[config.mk]
export PLATFORM = sky130hd
export DESIGN_NAME = t5_hart_sched
export DESIGN_NICKNAME = d
export VERILOG_FILES = /design/src/rtl/t5_hart_sched.sv
export SDC_FILE = /design/constraint.sdc
export NUM_CORES = 1
export LEC_CHECK = 0
export BUFFER_PORTS_ARGS = -buffer_cell sky130_fd_sc_hd__buf_2
export CAP_MARGIN = 20
export CORE_MARGIN = 1.5
export CORE_UTILIZATION = 41
export CTS_CLUSTER_DIAMETER = 50
export DETAILED_ROUTE_END_ITERATION = 12
export PLACE_DENSITY = 0.66
export SYNTH_ARGS = -nofsm -noshare
export SYNTH_HDL_FRONTEND = slang
export SYNTH_SLANG_ARGS = --single-unit
[constraint.sdc]
create_clock -name sclk -period 7 [get_ports sclk]
set_clock_uncertainty 0.2 [all_clocks]
set_input_delay 1.4 -clock sclk [delete_from_list [all_inputs] [get_ports sclk]]
set_output_delay 1.4 -clock sclk [all_outputs]
set_load 0.1 [all_outputs]
[src/rtl/t5_hart_sched.sv]
// rtl/t5_hart_sched.sv - round-robin hart scheduler for the barrel pipeline
//
// Tracks per-hart state (IDLE/RUN/WAIT/TRAP) and issues one RUN hart per
// enabled cycle in round-robin order after the last issued hart.
//
// Ports:
//   sclk, srst       clock (rising edge), asynchronous active-low reset
//   sena             pipeline enable: gates issue, pointer and trap countdown
//   hrun[3:0]        per-hart run mask
//   wreq/whart       memory stall request for a hart
//   wack/ahart       memory completion for a hart
//   xtrap/thart      trap / misalign redirect for a hart
//   dhart, dvld      registered issued hart ID and its valid
//   hstat[7:0]       per-hart state, hart h at [2h+1:2h]
//   hidle            registered: no hart outside IDLE
module t5_hart_sched #(
  parameter int NHART = 4,
  parameter int TDLY  = 3
) (
  input  logic       sclk,
  input  logic       srst,
  input  logic       sena,
  input  logic [3:0] hrun,
  input  logic       wreq,
  input  logic [1:0] whart,
  input  logic       wack,
  input  logic [1:0] ahart,
  input  logic       xtrap,
  input  logic [1:0] thart,
  output logic [1:0] dhart,
  output logic       dvld,
  output logic [7:0] hstat,
  output logic       hidle
);

  typedef enum logic [1:0] {
    IDLE = 2'b00,
    RUN  = 2'b01,
    WAIT = 2'b10,
    TRAP = 2'b11
  } hst_t;

  hst_t       st   [NHART];
  hst_t       nst  [NHART];
  logic [2:0] cnt  [NHART];
  logic [2:0] ncnt [NHART];
  logic [1:0] lptr;

  logic [3:0] hx, hw, ha;
  logic       all_idle;
  logic       pick_vld;
  logic [1:0] pick;
  logic [1:0] idx;

  // One-hot decode of the per-hart event strobes.
  assign hx = xtrap ? (4'b0001 << thart) : 4'b0000;
  assign hw = wreq  ? (4'b0001 << whart) : 4'b0000;
  assign ha = wack  ? (4'b0001 << ahart) : 4'b0000;

  // Next-state per hart. Priority xtrap > wreq > wack > hrun.
  always_comb begin
    all_idle = 1'b1;
    for (int h = 0; h < NHART; h++) begin
      nst[h]  = st[h];
      ncnt[h] = cnt[h];
      case (st[h])
        IDLE: if (hrun[h]) nst[h] = RUN;
        RUN: begin
          if (hx[h]) begin
            nst[h]  = TRAP;
            ncnt[h] = 3'(TDLY);
          end else if (hw[h]) begin
            nst[h] = WAIT;
          end else if (!hrun[h]) begin
            nst[h] = IDLE;
          end
        end
        WAIT: begin
          if (hx[h]) begin
            nst[h]  = TRAP;
            ncnt[h] = 3'(TDLY);
          end else if (ha[h]) begin
            nst[h] = hrun[h] ? RUN : IDLE;
          end
        end
        TRAP: begin
          if (hx[h]) begin
            ncnt[h] = 3'(TDLY);
          end else if (!hrun[h]) begin
            nst[h]  = IDLE;
            ncnt[h] = 3'd0;
          end else if (sena) begin
            // Count reaching zero on this decrement releases the hart.
            if (cnt[h] <= 3'd1) begin
              nst[h]  = RUN;
              ncnt[h] = 3'd0;
            end else begin
              ncnt[h] = cnt[h] - 3'd1;
            end
          end
        end
        default: nst[h] = IDLE;
      endcase
      if (nst[h] != IDLE) all_idle = 1'b0;
    end
  end

  // Round-robin pick from registered state. Scanning offsets high to low
  // lets the nearest hart after lptr win; offset 4 wraps back to lptr.
  always_comb begin
    pick_vld = 1'b0;
    pick     = lptr;
    idx      = lptr;
    for (int k = NHART; k >= 1; k--) begin
      idx = lptr + 2'(k);
      if (st[idx] == RUN) begin
        pick_vld = 1'b1;
        pick     = idx;
      end
    end
  end

  always_comb begin
    hstat = 8'h00;
    for (int h = 0; h < NHART; h++) hstat[2*h +: 2] = st[h];
  end

  always_ff @(posedge sclk or negedge srst) begin
    if (!srst) begin
      for (int h = 0; h < NHART; h++) begin
        st[h]  <= IDLE;
        cnt[h] <= 3'd0;
      end
      lptr  <= 2'd3;
      dhart <= 2'd0;
      dvld  <= 1'b0;
      hidle <= 1'b1;
    end else begin
      for (int h = 0; h < NHART; h++) begin
        st[h]  <= nst[h];
        cnt[h] <= ncnt[h];
      end
      hidle <= all_idle;
      if (sena) begin
        dvld <= pick_vld;
        if (pick_vld) begin
          dhart <= pick;
          lptr  <= pick;
        end
      end
    end
  end

endmodule

==> Flow_metrics.wiki <==
{| class="wikitable"
! Metric !! Value
|-
| Status || completed
|-
| Worst slew slack as a fraction of its limit || between 50% and 60%
|-
| Setup TNS || 0 ps
|-
| Largest net degree at the start of global routing || 27
|-
| Number of nets at the end of the flow || 345
|-
| Layout cells sized above 1 || 15.13%
|-
| Top-area cell type share of the netlist area || about a quarter
|-
| Design Power || 0.001224 W
|-
| Most used flip-flop cell after synthesis || dfrtp_1
|-
| Top-level I/O count || 28
|-
| Antenna violations before repair || 0
|-
| DRC violations left || 0
|-
| Gate Count Post-Synth || 280
|-
| Post-layout utilization of the core || a little under half
|-
| Setup violations, final || 0
|-
| Part of the Yosys area used for sequential elements || between 20% and 30%
|-
| Number of fill cells || 552
|-
| Worst path required time || roughly 7000 ps
|-
| Max-Cap Viols || 0
|-
| Cells taking the most area after synthesis || dfrtp_1 (25%), ha_1 (13%), o21ai_0 (8.1%), nand2_1 (5.9%), inv_1 (3.9%)
|-
| DRC marker count from the first detailed-route iteration || between 100 and 150
|-
| Die width || 77.71 um
|-
| Min-Delay Path Class || flip-flop to flip-flop
|-
| Data arrival time of the critical path || 3120 ps
|-
| Net Count, Synth || 320
|-
| Register clock-pin slew on the reported worst setup and hold paths || ~100 ps
|-
| CP Launch Type || input port
|-
| CP Capture Type || flip-flop
|-
| Crit path time final || between 3000 and 4000 ps
|-
| Clock insertion delay at the later pin of the skew report || 280 ps
|-
| Synthesized area divided by synthesized cell count || a little over 8 um2
|-
| Standard cell with the maximum stage delay on the critical path || o32a_1
|-
| Vias || around 2.1k
|-
| Yosys Warn Count || 0
|-
| Achievable frequency || approximately 320 MHz
|-
| CTS Buf Count || 3
|-
| Worst Hold Launch || dhart[1]$_DFFE_PN0P_
|-
| Largest area contributor in the netlist || dfrtp_1
|-
| Async set or reset register ratio after synthesis || 100.0%
|-
| Synthesized cell area || about 2300 um2
|-
| Total congestion overflow || 0
|-
| Chip Height || between 70 and 80 um
|-
| Class of the most critical setup path || input port to flip-flop
|-
| Worst Max-Slew Pin Slew || roughly 600 ps
|-
| Clock root buffer master || clkbuf_8
|-
| Overall routing resource usage || 18.22%
|-
| Number of global-route vias before repair || between 2k and 2.5k
|-
| Stages on the worst setup path || 7
|-
| Number of buffers inserted for hold repair after clock tree synthesis || 0
|-
| Max-slew violation count || 0
|-
| PD cells || approximately 480 nW/um2
|-
| Routed wire length || ~5 mm
|-
| Setup repair after global routing missed its margin || false
|-
| Number of setup buffers added after CTS || 0
|-
| Largest incremental delay on the critical path || about 350 ps
|-
| Area of the die || between 6000 and 7000 um2
|-
| CP bufs+invs || 1
|-
| Count of endpoints failing hold in the final timing report || 0
|-
| Clock sink count || 26
|-
| Crit path launch || thart[0]
|-
| Min-Delay Path Depth || 2
|-
| IO Port Bufs || 27
|-
| Kind of cell with the highest combined delay on the critical path || simple AND/OR/NAND/NOR gates
|-
| H-tree lvl count || 1
|-
| Wire length of the first global-routing pass || roughly 9 mm
|-
| Count of different cell masters after synthesis || between 50 and 60
|-
| Antenna fix cells || 0
|-
| Biggest fanout along the worst timing path || 8
|-
| CTS-repair resized insts || 0
|-
| Site Rows || 27
|-
| Routability congestion estimate from global placement || 0.8044
|-
| Number of enable-type register cells in the synthesized netlist || 0
|-
| Worst reg-to-reg path cell count || 8
|-
| DRT antenna net count || 0
|-
| Starting utilization of the core area || 42.08%
|-
| Clock tree from TritonCTS || built
|-
| Leak pwr || 1.151 nW
|-
| Largest vdd supply drop || around 0.27 mV
|-
| Final Cycle Share || ~45%
|-
| Number of register bits inferred by synthesis || 26
|-
| Cells traversed along the worst timing path || buf_2, and3b_1, o32a_1, o221a_1, or3_4, nor4_2, nor4bb_1
|-
| Core region area || between 5000 and 6000 um2
|-
| Wire length per cell || around 14 um
|-
| Initial DRT Pass Iterations || 4
|-
| Startpoint of the worst-slack reg-to-reg timing path || hstat[4]$_DFF_PN0_
|-
| Syn-to-layout area delta || 11.43%
|-
| Final HPWL from detailed placement || 3.939 mm
|-
| Vias per Instance || 5.566
|-
| Longest Clk Path Bufs || 2
|}
[registers in the layout, indices dropped and copies added, names as in the netlist]
signal,cells
cnt,12
lptr,2
dhart,2
hidle,1
dvld,1
hstat,8
[Yosys cell counts (3+ instances only)]
| cell | instances |
|---|---|
| a21oi_1 | 12 |
| a221oi_1 | 5 |
| a31oi_1 | 3 |
| and2_1 | 3 |
| and3b_1 | 3 |
| clkbuf_1 | 5 |
| dfrtp_1 | 23 |
| dfstp_2 | 3 |
| ha_1 | 24 |
| inv_1 | 24 |
| mux2_2 | 3 |
| nand2_1 | 36 |
| nand2b_1 | 8 |
| nand3_1 | 9 |
| nand3b_1 | 4 |
| nor2_1 | 11 |
| nor3_1 | 3 |
| o211ai_1 | 3 |
| o21ai_0 | 37 |
| o21bai_1 | 7 |
| o32ai_1 | 4 |
| or3_1 | 7 |
| xor2_1 | 4 |
[cell usage in the layout, fill, tap and decap left out, drive strengths merged, types with 4 or more instances in the layout]
| cell | instances |
|---|---|
| nand2 | 36 |
| a21oi | 12 |
| o21ai | 38 |
| buf | 27 |
| o32ai | 4 |
| a221oi | 5 |
| or3 | 9 |
| nand3 | 9 |
| o21bai | 7 |
| inv | 24 |
| dfrtp | 23 |
| xor2 | 4 |
| and3b | 4 |
| ha | 24 |
| nor2 | 11 |
| nand3b | 4 |
| nand2b | 8 |
[path summary, 6_finish.rpt]
check | end | slack (ps)
worst max-delay path | hidle$_DFF_PN1_ | 3870
worst min-delay path | dhart[1]$_DFFE_PN0P_ | 300
worst max register to register | hidle$_DFF_PN1_ | 4520
worst min register to register | dhart[1]$_DFFE_PN0P_ | 300
max in group asynchronous | cnt[2]$_DFFE_PN0P_ | 5280
min in group asynchronous | cnt[3]$_DFFE_PN0P_ | 910
[metrics by stage]
stage	hold slack, ps	instance area, um2	cells	setup slack (ps)
after floorplan	296.1	2288	280	3761
after CTS	319.5	2550	376	3867
final	301.6	2550	376	3874
after global placement	259.2	2479	372	3626
after global routing	340.9	2550	376	3772
after detailed placement	294.4	2479	372	3560
[cell type report]
class                      instances  area, um2  share of cell area (%)
sequential                        26      654.4                   25.66
inverter                          24      90.09                   3.533
clock inverter                     1      30.03                   1.178
clock buffer                       3      41.29                   1.619
tap                               72      90.09                   3.533
multi-input combinational        223       1509                   59.18
timing repair buffer              27      135.1                   5.299
[logic make-up after synthesis]
| kind of cell | share of synthesized area, % |
|---|---|
| compound gates | 25.86 |
| xor+xnor | 1.531 |
| fa+ha+maj | 13.12 |
| buf+inv | 5.467 |
| flops | 28.59 |
| mux | 1.476 |
| simple gates | 23.95 |
[per-layer routing]
layer / up-vias / global-route usage [%] / share of wire (%)
met1: 988 / 22.49 / 46
li1: 1065 / - / -
met5: - / 0 / 0
met2: 38 / 32.78 / 50
met3: 2 / 3.412 / 3.7
met4: 0 / 3.636 / 0.31
[power by group]
part | leakage [nW] | switching, W | internal [W] | total, W
Clock | 0.0357 | 0.0000523 | 0.0000766 | 0.000129
Combinational | 0.800 | 0.000543 | 0.000251 | 0.000794
Sequential | 0.315 | 0.0000809 | 0.000220 | 0.000301
Total | 1.15 | 0.000677 | 0.000547 | 0.00122
[worst reg2reg max path, delay by kind of cell, from the launching register on]
| kind | cells | cell delay [ps] |
|---|---|---|
| AND/OR/NAND/NOR | 3 | 750 |
| flip-flops | 1 | 510 |
| AO/OA/AOI/OAI | 2 | 420 |
| adder cells (fa/ha/maj) | 1 | 280 |
| buffers and inverters | 2 | 230 |
No activity file was read; power rests on OpenSTA's default activity.
